$ cat config.mk
export PLATFORM = sky130hd
export DESIGN_NAME = multi_target_hit_detector
export DESIGN_NICKNAME = d
export VERILOG_FILES = /design/src/rtl/game_pkg.sv /design/src/rtl/multi_target_hit_detector_target_hit_check.sv /design/src/rtl/multi_target_hit_detector.sv
export SDC_FILE = /design/constraint.sdc
export NUM_CORES = 1
export LEC_CHECK = 0
export BUFFER_PORTS_ARGS = -buffer_cell sky130_fd_sc_hd__buf_2
export CAP_MARGIN = 20
export CORE_ASPECT_RATIO = 2
export CORE_MARGIN = 1
export CORE_UTILIZATION = 58
export CTS_BUF_LIST = sky130_fd_sc_hd__clkbuf_8
export CTS_CLUSTER_DIAMETER = 30
export CTS_CLUSTER_SIZE = 10
export DETAILED_ROUTE_END_ITERATION = 8
export GPL_ROUTABILITY_DRIVEN = 0
export HOLD_SLACK_MARGIN = 0.02
export PLACE_DENSITY = 0.92
export SLEW_MARGIN = 30
export SYNTH_ARGS = -nofsm -noshare
export SYNTH_HDL_FRONTEND = slang
export SYNTH_SLANG_ARGS = --single-unit
$ cat constraint.sdc
create_clock -name clk -period 2.8 [get_ports clk]
set_input_delay 0.28 -clock clk [delete_from_list [all_inputs] [get_ports clk]]
set_output_delay 0.28 -clock clk [all_outputs]
set_load 0.005 [all_outputs]
$ cat src/rtl/game_pkg.sv
// Shared game definitions: default geometry, screen limits and hit-detector FSM states.
package game_pkg;

  localparam int DEF_N_TARGETS = 4;
  localparam int DEF_COORD_W   = 10;
  localparam int DEF_BALL_SIZE = 40;

  localparam int SCREEN_W = 640;
  localparam int SCREEN_H = 480;

  typedef enum logic [1:0] {
    IDLE     = 2'd0,
    ARMED    = 2'd1,
    LOCKOUT  = 2'd2,
    WAIT_REL = 2'd3
  } state_e;

endpackage

$ cat src/rtl/multi_target_hit_detector_target_hit_check.sv
// Combinational box test of the cursor against one square target; the far edge is
// computed one bit wider so targets near the coordinate limit do not wrap.
module target_hit_check
  import game_pkg::*;
#(
  parameter int COORD_W   = DEF_COORD_W,
  parameter int BALL_SIZE = DEF_BALL_SIZE
) (
  input  logic               valid,
  input  logic [COORD_W-1:0] target_x,
  input  logic [COORD_W-1:0] target_y,
  input  logic [COORD_W-1:0] mouse_x,
  input  logic [COORD_W-1:0] mouse_y,
  output logic               hit
);

  localparam logic [COORD_W:0] BALL_EXT = (COORD_W+1)'(BALL_SIZE);

  logic [COORD_W:0] x_end_s;
  logic [COORD_W:0] y_end_s;
  logic             in_x_s;
  logic             in_y_s;

  assign x_end_s = {1'b0, target_x} + BALL_EXT;
  assign y_end_s = {1'b0, target_y} + BALL_EXT;
  assign in_x_s  = (mouse_x >= target_x) && ({1'b0, mouse_x} < x_end_s);
  assign in_y_s  = (mouse_y >= target_y) && ({1'b0, mouse_y} < y_end_s);
  assign hit     = valid && in_x_s && in_y_s;

endmodule

$ cat src/rtl/multi_target_hit_detector.sv
// Multi-target click hit detector with lockout, release-wait and saturating score counters.
// Optional MIDDLE_DEBUG_EN adds a mouse_middle input that forces a hit on target 0.
module multi_target_hit_detector
  import game_pkg::*;
#(
  parameter int N_TARGETS      = DEF_N_TARGETS,
  parameter int COORD_W        = DEF_COORD_W,
  parameter int BALL_SIZE      = DEF_BALL_SIZE,
  parameter int LOCKOUT_CYCLES = 1000,
  parameter int CNT_W          = 16,
  localparam int IDX_W         = (N_TARGETS > 1) ? $clog2(N_TARGETS) : 1
) (
  input  logic                         clk,
  input  logic                         rst_n,
  input  logic                         start,
  input  logic [N_TARGETS-1:0]         target_valid,
  input  logic [N_TARGETS*COORD_W-1:0] target_x,
  input  logic [N_TARGETS*COORD_W-1:0] target_y,
  input  logic [COORD_W-1:0]           mouse_x,
  input  logic [COORD_W-1:0]           mouse_y,
  input  logic                         mouse_left,
`ifdef MIDDLE_DEBUG_EN
  input  logic                         mouse_middle,
`endif
  output logic                         hit_pulse,
  output logic [IDX_W-1:0]             hit_idx,
  output logic                         miss_pulse,
  output logic                         new_ball,
  output logic [CNT_W-1:0]             hit_count,
  output logic [CNT_W-1:0]             miss_count,
  output logic                         busy
);

  localparam int LOCK_W = (LOCKOUT_CYCLES > 1) ? $clog2(LOCKOUT_CYCLES) : 1;
  localparam logic [LOCK_W-1:0] LOCK_LOAD = LOCK_W'(LOCKOUT_CYCLES - 1);

  function automatic logic [CNT_W-1:0] sat_inc(input logic [CNT_W-1:0] v);
    return (&v) ? v : v + CNT_W'(1);
  endfunction

  logic left_meta_r, left_sync_r, left_prev_r, start_prev_r;
  logic left_click_s, mid_click_s;
  logic [N_TARGETS-1:0] hit_vec_s;
  logic                 any_hit_s;
  logic [IDX_W-1:0]     win_idx_s;

  state_e            state_r, state_nx_s;
  logic [LOCK_W-1:0] lock_cnt_r, lock_cnt_nx_s;
  logic              hit_pulse_r, hit_pulse_nx_s, miss_pulse_r, miss_pulse_nx_s;
  logic              new_ball_r, new_ball_nx_s, busy_r, busy_nx_s;
  logic [IDX_W-1:0]  hit_idx_r, hit_idx_nx_s;
  logic [CNT_W-1:0]  hit_cnt_r, hit_cnt_nx_s, miss_cnt_r, miss_cnt_nx_s;

  // Synchronise the raw left button and keep edge history for it and for start
  always_ff @(posedge clk or negedge rst_n) begin
    if (!rst_n) begin
      left_meta_r  <= 1'b0;
      left_sync_r  <= 1'b0;
      left_prev_r  <= 1'b0;
      start_prev_r <= 1'b0;
    end else begin
      left_meta_r  <= mouse_left;
      left_sync_r  <= left_meta_r;
      left_prev_r  <= left_sync_r;
      start_prev_r <= start;
    end
  end

  assign left_click_s = left_sync_r & ~left_prev_r;

`ifdef MIDDLE_DEBUG_EN
  logic mid_meta_r, mid_sync_r, mid_prev_r;

  // Synchronise the debug middle button and keep its edge history
  always_ff @(posedge clk or negedge rst_n) begin
    if (!rst_n) begin
      mid_meta_r <= 1'b0;
      mid_sync_r <= 1'b0;
      mid_prev_r <= 1'b0;
    end else begin
      mid_meta_r <= mouse_middle;
      mid_sync_r <= mid_meta_r;
      mid_prev_r <= mid_sync_r;
    end
  end

  assign mid_click_s = mid_sync_r & ~mid_prev_r;
`else
  assign mid_click_s = 1'b0;
`endif

  for (genvar i = 0; i < N_TARGETS; i++) begin : g_tgt
    target_hit_check #(
      .COORD_W  (COORD_W),
      .BALL_SIZE(BALL_SIZE)
    ) u_chk (
      .valid   (target_valid[i]),
      .target_x(target_x[i*COORD_W +: COORD_W]),
      .target_y(target_y[i*COORD_W +: COORD_W]),
      .mouse_x (mouse_x),
      .mouse_y (mouse_y),
      .hit     (hit_vec_s[i])
    );
  end

  assign any_hit_s = |hit_vec_s;

  // Lowest-index hit wins: scan downwards so lower indices overwrite higher ones
  always_comb begin
    win_idx_s = {IDX_W{1'b0}};
    for (int i = N_TARGETS - 1; i >= 0; i--) begin
      win_idx_s = hit_vec_s[i] ? IDX_W'(i) : win_idx_s;
    end
  end

  // Next-state and next-output logic; a low start overrides every state
  always_comb begin
    state_nx_s      = state_r;
    lock_cnt_nx_s   = lock_cnt_r;
    hit_pulse_nx_s  = 1'b0;
    miss_pulse_nx_s = 1'b0;
    new_ball_nx_s   = 1'b0;
    hit_idx_nx_s    = hit_idx_r;
    hit_cnt_nx_s    = hit_cnt_r;
    miss_cnt_nx_s   = miss_cnt_r;
    if (!start) begin
      state_nx_s = IDLE;
    end else begin
      case (state_r)
        IDLE: begin
          if (!start_prev_r) begin
            hit_cnt_nx_s  = {CNT_W{1'b0}};
            miss_cnt_nx_s = {CNT_W{1'b0}};
            state_nx_s    = ARMED;
          end else begin
            state_nx_s = IDLE;
          end
        end
        ARMED: begin
          if (mid_click_s) begin
            hit_pulse_nx_s = 1'b1;
            new_ball_nx_s  = 1'b1;
            hit_idx_nx_s   = {IDX_W{1'b0}};
            lock_cnt_nx_s  = LOCK_LOAD;
            state_nx_s     = LOCKOUT;
          end else if (left_click_s) begin
            if (any_hit_s) begin
              hit_pulse_nx_s = 1'b1;
              new_ball_nx_s  = 1'b1;
              hit_idx_nx_s   = win_idx_s;
              hit_cnt_nx_s   = sat_inc(hit_cnt_r);
            end else begin
              miss_pulse_nx_s = 1'b1;
              miss_cnt_nx_s   = sat_inc(miss_cnt_r);
            end
            lock_cnt_nx_s = LOCK_LOAD;
            state_nx_s    = LOCKOUT;
          end else begin
            state_nx_s = ARMED;
          end
        end
        LOCKOUT: begin
          if (lock_cnt_r == {LOCK_W{1'b0}}) begin
            state_nx_s = WAIT_REL;
          end else begin
            lock_cnt_nx_s = lock_cnt_r - LOCK_W'(1);
          end
        end
        WAIT_REL: begin
          if (!left_sync_r) begin
            state_nx_s = ARMED;
          end else begin
            state_nx_s = WAIT_REL;
          end
        end
        default: state_nx_s = IDLE;
      endcase
    end
    busy_nx_s = (state_nx_s == LOCKOUT) || (state_nx_s == WAIT_REL);
  end

  // State, lockout counter and registered outputs
  always_ff @(posedge clk or negedge rst_n) begin
    if (!rst_n) begin
      state_r      <= IDLE;
      lock_cnt_r   <= {LOCK_W{1'b0}};
      hit_pulse_r  <= 1'b0;
      miss_pulse_r <= 1'b0;
      new_ball_r   <= 1'b0;
      busy_r       <= 1'b0;
      hit_idx_r    <= {IDX_W{1'b0}};
      hit_cnt_r    <= {CNT_W{1'b0}};
      miss_cnt_r   <= {CNT_W{1'b0}};
    end else begin
      state_r      <= state_nx_s;
      lock_cnt_r   <= lock_cnt_nx_s;
      hit_pulse_r  <= hit_pulse_nx_s;
      miss_pulse_r <= miss_pulse_nx_s;
      new_ball_r   <= new_ball_nx_s;
      busy_r       <= busy_nx_s;
      hit_idx_r    <= hit_idx_nx_s;
      hit_cnt_r    <= hit_cnt_nx_s;
      miss_cnt_r   <= miss_cnt_nx_s;
    end
  end

  assign hit_pulse  = hit_pulse_r;
  assign miss_pulse = miss_pulse_r;
  assign new_ball   = new_ball_r;
  assign busy       = busy_r;
  assign hit_idx    = hit_idx_r;
  assign hit_count  = hit_cnt_r;
  assign miss_count = miss_cnt_r;

endmodule

### Yosys cells after proc, flatten, opt, wreduce, memory -nomap -nowiden

Cells that the tools add are included.

| operators by class | value |
|---|---|
| muxes and demuxes | 30 |
| reduce and logical (&&, ||, !) cells | 28 |
| bitwise gates (word level) | 2 |
| eq/ne operators | 12 |
| $add $sub $neg | 11 |
| order comparisons | 16 |

Operators with widths:

| kind | count |
|---|---|
| $mux W16 | 7 |
| $add A10 B6 Y11 const B | 8 |
| $lt A10 B11 Y1 | 8 |
| $ge A10 B10 Y1 | 8 |
| $pmux W16 S2 | 2 |
| $add A16 B1 Y16 const B | 2 |
| $reduce_and A16 Y1 | 2 |
| $mux W10 | 2 |
| $pmux W10 S2 | 1 |
| $logic_and A1 B1 Y1 | 16 |
| $mux W2 | 8 |
| $ne A2 B2 Y1 const B | 7 |
| $reduce_and A6 Y1 | 2 |
| $logic_not A10 Y1 | 1 |
| $sub A10 B1 Y10 const B | 1 |
| $mux W1 | 9 |
| $eq A2 B2 Y1 const B | 4 |
| $pmux W2 S4 | 1 |
| $reduce_and A4 Y1 | 2 |
| $reduce_bool A2 Y1 | 2 |
| $reduce_or A4 Y1 | 1 |
| $eq A2 B1 Y1 const B | 1 |
| $logic_not A2 Y1 | 1 |
| $and A1 B1 Y1 | 1 |
| 2 further kinds | 2 |

| word-level totals | value |
|---|---|
| input port bits | 108 |
| flip-flop bits (word level) | 53 |
| output and inout bits | 38 |
| word-level logic and storage cells | 111 |

### Longest topological paths before layout

| depth | value |
|---|---|
| depth after elaboration | 10 |
| depth in mapped cells | 16 |
| depth with buffers taken out | 14 |

### Hierarchy

A second synthesis with hierarchy kept.

| second synthesis, totals | value |
|---|---|
| cell total of the unflattened synthesis | 856 |
| area total of the unflattened synthesis | 7001.7 µm² |

Modules (own cells, without submodules):

| module | area an instance (µm²) | cells each | sequential area each (µm²) | times used |
|---|---|---|---|---|
| multi_target_hit_detector | 2871.5 | 324 | 1326.3 | 1 |
| target_hit_check at g_tgt[0].u_chk ... | 1037.2 | 134 | 0.0 | 2 |
| target_hit_check at g_tgt[1].u_chk | 1033.5 | 128 | 0.0 | 1 |
| target_hit_check at g_tgt[2].u_chk | 1022.2 | 136 | 0.0 | 1 |

### Worst setup path before layout

Ideal clock, no wire load.

| path | value |
|---|---|
| path kind | input port to flip-flop |
| start | in target_x[14] |
| end | reg hit_cnt_r[9], in the netlist hit_count[9] |
| path buffers | 2 |
| arrival time | 2.962 ns |
| required time | 2.705 ns |
| stages on the path | 16 |
| slack | -0.257 ns |
| setup time | 0.095 ns |
| cell sequence | clkinv_1 -> o21ai_1 -> nand3_1 -> xnor2_1 -> ha_1 -> a21o_1 -> a21oi_1 -> a31oi_1 -> a211o_1 -> a221oi_2 -> a21oi_1 -> and3_4 -> or3_1 -> buf_2 -> buf_6 -> o31ai_1 |

| on the way | value |
|---|---|
| cells in the longest elaborated chain, start to end | 8 |
| elaborated cells on any way between the ends | 9 |
| those cells by class | 1 x add/sub; 2 x order compare; 1 x eq/ne; 5 x reduce/logical |

RTL lines:

| item | line | source |
|---|---|---|
| start, declared | multi_target_hit_detector.sv:17 | `input logic [N_TARGETS*COORD_W-1:0] target_x,` |
| $add A10 B6 Y11 | multi_target_hit_detector_target_hit_check.sv:24 | `assign x_end_s = {1'b0, target_x} + BALL_EXT;` |
| $lt A10 B11 Y1 | multi_target_hit_detector_target_hit_check.sv:26 | `assign in_x_s = (mouse_x >= target_x) && ({1'b0, mouse_x} < x_end_s);` |
| $logic_and A1 B1 Y1 (*) | multi_target_hit_detector_target_hit_check.sv:26 |  |
| $logic_and A1 B1 Y1 (*) (2 in series) | multi_target_hit_detector_target_hit_check.sv:28 | `assign hit = valid && in_x_s && in_y_s;` |
| $reduce_or A4 Y1 (*) | multi_target_hit_detector.sv:106 | `assign any_hit_s = \|hit_vec_s;` |
| $ne A2 B2 Y1 (no source line) (*) | - |  |
| $reduce_and A6 Y1 (no source line) (*) | - |  |
| end signal, assigned | multi_target_hit_detector.sv:192 | `hit_cnt_r <= {CNT_W{1'b0}};` |
| end signal, assigned | multi_target_hit_detector.sv:202 | `hit_cnt_r <= hit_cnt_nx_s;` |
| end, declared | multi_target_hit_detector.sv:52 | `logic [CNT_W-1:0] hit_cnt_r, hit_cnt_nx_s, miss_cnt_r, miss_cnt_nx_s;` |

Every way passes the cells marked *; elsewhere a longest branch is shown, timed or not.
A chain may end at the register's enable or synchronous reset.

### Worst setup path after layout

| path | value |
|---|---|
| start | in target_y[23] |
| end | reg hit_cnt_r[8], in the netlist hit_count[8] |

| on the way | value |
|---|---|
| cells in the longest elaborated chain, start to end | 7 |
| elaborated cells on any way between the ends | 8 |
| those cells by class | 1 x add/sub; 2 x order compare; 1 x eq/ne; 4 x reduce/logical |

RTL lines:

| item | line | source |
|---|---|---|
| start, declared | multi_target_hit_detector.sv:18 | `input logic [N_TARGETS*COORD_W-1:0] target_y,` |
| $add A10 B6 Y11 | multi_target_hit_detector_target_hit_check.sv:25 | `assign y_end_s = {1'b0, target_y} + BALL_EXT;` |
| $lt A10 B11 Y1 | multi_target_hit_detector_target_hit_check.sv:27 | `assign in_y_s = (mouse_y >= target_y) && ({1'b0, mouse_y} < y_end_s);` |
| $logic_and A1 B1 Y1 (*) | multi_target_hit_detector_target_hit_check.sv:27 |  |
| $logic_and A1 B1 Y1 (*) | multi_target_hit_detector_target_hit_check.sv:28 |  |
| $reduce_or A4 Y1 (*) | multi_target_hit_detector.sv:106 |  |
| $ne A2 B2 Y1 (no source line) (*) | - |  |
| $reduce_and A6 Y1 (no source line) (*) | - |  |

Marked as above.

==> flow_metrics.tcl <==
set metrics [dict create \
    hp-start "mouse_left" \
    antenna_cells 0 \
    synth.distinct_cells 60 \
    pwr_density_cell_nw_per_um2 293 \
    cts_tree "yes" \
    p_clk_share_pct 15.2 \
    crit_family "compound AO/OA/AOI/OAI gates" \
    worstReg2RegEnd "hit_count[13]$_DFFE_PN0P_" \
    area_growth_pct 34.0 \
    p_total_uw 2630 \
    fin_cells 1187 \
    gr-usage-all-layers_pct 39.1 \
    fmax_ghz 0.339 \
    ff_latch_area_um2 1330 \
    slew_headroom_pct 63.1 \
    seq_area_frac_synth_pct 19.8 \
    path_cells "buf_2, ha_1, o21ai_1, xnor2_1, ha_1, o21a_1, o21ai_1, o31ai_1, a311oi_1, nand3_1, and3_4, buf_6, o311ai_2, o31ai_4" \
    dieArea_um2 12000 \
    multi_input_area_um2 5370 \
    internal_power_uw 1590 \
    wl_per_cell_um 21.9 \
    whs_endpoint "left_meta_r$_DFF_PN0_" \
    die_x_um 77.9 \
    dpl.cell_count 1174 \
    grt_pass1_wl_mm 36.3 \
    drive_gt1_share_pct 31.8 \
    rsz0062_at_grt "yes" \
    p_leak_uw 0.00465 \
    cap_viol_max_count 0 \
    via_per_inst 6.65 \
    fin_nets 1301 \
    clockRootBuffer "clkbuf_8" \
    whs_path_depth 1 \
    r2r-start "hit_count[2]$_DFFE_PN0P_" \
    synth-main-ff-cell "dfrtp_1" \
    first_global_vias 7993 \
    worst_pin_slew_ns 0.553 \
    p_seq_share_pct 34.2 \
    violations "negative setup slack" \
    r2r_setup_slack_ns 0.01 \
    max_stage_delay_ns 0.41 \
    synth.cell_area_um2 6690 \
    antenna_found_initial 0 \
    cts.path.max_buffers 2 \
    worstPathArrival_ns 3.13 \
    grt_max_degree 31 \
    required_ns 2.97 \
    fill_cells 667 \
    final.setup.worst_slack_ns -0.154 \
    dpl_cell_area_um2 8360 \
    hold_viol_final 0 \
    grt_overflow 0 \
    cp-start-kind "input pin" \
    drt_iter0_drc 508 \
    final-setup-viol-count 29 \
    ant_nets 0 \
    netlist_instances 798 \
    irDropWorstVdd_v 0.000273 \
    critical_path_class "in2reg" \
    clkTransAtPathRegs_ns 0.09 \
    finClkSkew_ns 0.00328 \
    crit_slowest_cell "o311ai_2" \
    die_h_um 154 \
    final_max_slew_viol_count 0 \
    io_buffers 145 \
    numCtsBuffers 5 \
    syn_nets 1053 \
    fin_crit_sh_pct 106 \
    endpoint_kind "register" \
    swShare_pct 39.4 \
    hp-class "in2reg" \
    core_area_um2 11300 \
    io_pins 146 \
    clock-sinks 53 \
    avgSynthCellArea_um2 8.38 \
    dp_hpwl_mm 18.4 \
    crit_buf_inv 2 \
    power_switching_uw 1040 \
    clk_latency_ns 0.31 \
    initial_utilization_pct 59.3 \
    status "complete, but fails checks" \
    vias 7896 \
    min_period_ns 2.95 \
    r2r_cells 8 \
    synth-async-reset-ratio_pct 100 \
    synth_edf_count 0 \
    rows 55 \
    synth-seq-cells 53 \
    pre_cts_slack_ns -0.502 \
    final_area_um2 8960 \
    htreeDepth 2 \
    remaining_drc_errors 0 \
    first_pass_iters 5 \
    combPwrFrac_pct 50.5 \
    routed_wl_mm 25.9 \
    yosysWarningCount 0 \
    crit_path_max_fanout 15 \
]
## state kept, by name (all words and copies together), names as in the netlist
signal	count
hit_count	16
miss_count	16
lock_cnt_r	10
hit_idx	2
state_r	2
busy	1
left_meta_r	1
left_prev_r	1
left_sync_r	1
miss_pulse	1
new_ball	1
start_prev_r	1
## layer usage
metal | vias up | part of all wire, % | track usage (%)
met3 | 246 | 7.4 | 5.52
met1 | 3641 | 29 | 32.3
met2 | 569 | 51 | 74.8
met4 | 0 | 13 | 38.6
met5 | - | 0 | 0
li1 | 3440 | - | -
## cells by family after synthesis
family | after synthesis | synth area share [%]
simple gates | 225 | 18.3
compound gates | 210 | 20.7
fa+ha+maj | 147 | 27.5
buf+inv | 108 | 6.30
flops | 53 | 19.8
xor+xnor | 44 | 5.76
mux | 11 | 1.65
## per-stage QoR
step / utilization, % / TNS, ns / hold WS, ns
6_report: 79.4 / -1.89 / 0.0791
3_5_place_dp: 74.1 / -12.08 / 0.292
5_1_grt: 79.4 / -4.33 / 0.0711
4_1_cts: 77.1 / -0.170 / 0.0694
3_3_place_gp: 74.1 / -9.04 / 0.288
2_1_floorplan: - / -0.346 / -0.0156
## area by class of cell
class | count | share of cell area (%)
clock inverter | 1 | 0.0558
tap | 142 | 1.98
sequential | 53 | 14.8
timing repair buffer | 253 | 18.2
inverter | 96 | 4.30
multi-input combinational | 637 | 59.9
clock buffer | 5 | 0.768
## timing repair
item                                    in CTS  in global routing
endpoints found under the hold margin       23                  0
endpoints found under the setup margin      17                 37
pin swaps                                   16                 16
gates resized for setup                     60                 41
buffers inserted                             2                  3
hold buffers                                 1                  0
gates cloned                                 1                  0
## worst reg2reg max path: cells and delay by family, from the launching register on
kind	cells	cell delay, ns
and+or+nand+nor	6	1.64
AOI/OAI and AO/OA	2	0.52
DFF	1	0.51
## synth_stat cells, drive strengths merged, types with 20 or more instances
cell   instances  area (um2)
a21oi         49         245
xnor2         36         315
and3          20         130
o21ai         49         245
dfrtp         53        1330
nor2          32         120
nand3         21         105
nor3          22         115
nand2         46         173
ha           147        1840
nand4         21         131
inv           95         357
## power by group through the flow
stage | registers, uW | clock network, uW | logic [uW]
2_1_floorplan | 897 | 0 | 654
3_3_place_gp | 908 | 0 | 1080
3_5_place_dp | 911 | 0 | 1160
4_1_cts | 896 | 413 | 1200
5_1_grt | 910 | 431 | 1430
6_report | 900 | 401 | 1330
## worst max path at each step
stage                       from                   endpoint  slack, ns  cells past startpoint
global placement    target_y[33]   hit_count[9]$_DFFE_PN0P_      -0.40                     15
finish              target_y[23]   hit_count[8]$_DFFE_PN0P_      -0.15                     14
CTS                 target_y[33]  hit_count[10]$_DFFE_PN0P_      -0.02                     14
detailed placement  target_x[13]  hit_count[12]$_DFFE_PN0P_      -0.50                     14
global route        target_x[13]  hit_count[10]$_DFFE_PN0P_      -0.25                     16
floorplan           target_x[13]   hit_count[9]$_DFFE_PN0P_      -0.07                     16
## layout by cell type, fill, tap and decap left out, drive strengths merged, types with 13 or more instances in the layout
master,Yosys,layout
a21o,13,13
a21oi,49,49
and3,20,20
buf,6,252
dfrtp,53,53
ha,147,147
inv,95,95
nand2,46,46
nand3,21,21
nand4,21,21
nor2,32,32
nor3,22,22
o21ai,49,49
o311ai,15,15
o31ai,16,16
xnor2,36,36
Note: power is estimated with default switching activity, not from simulation.
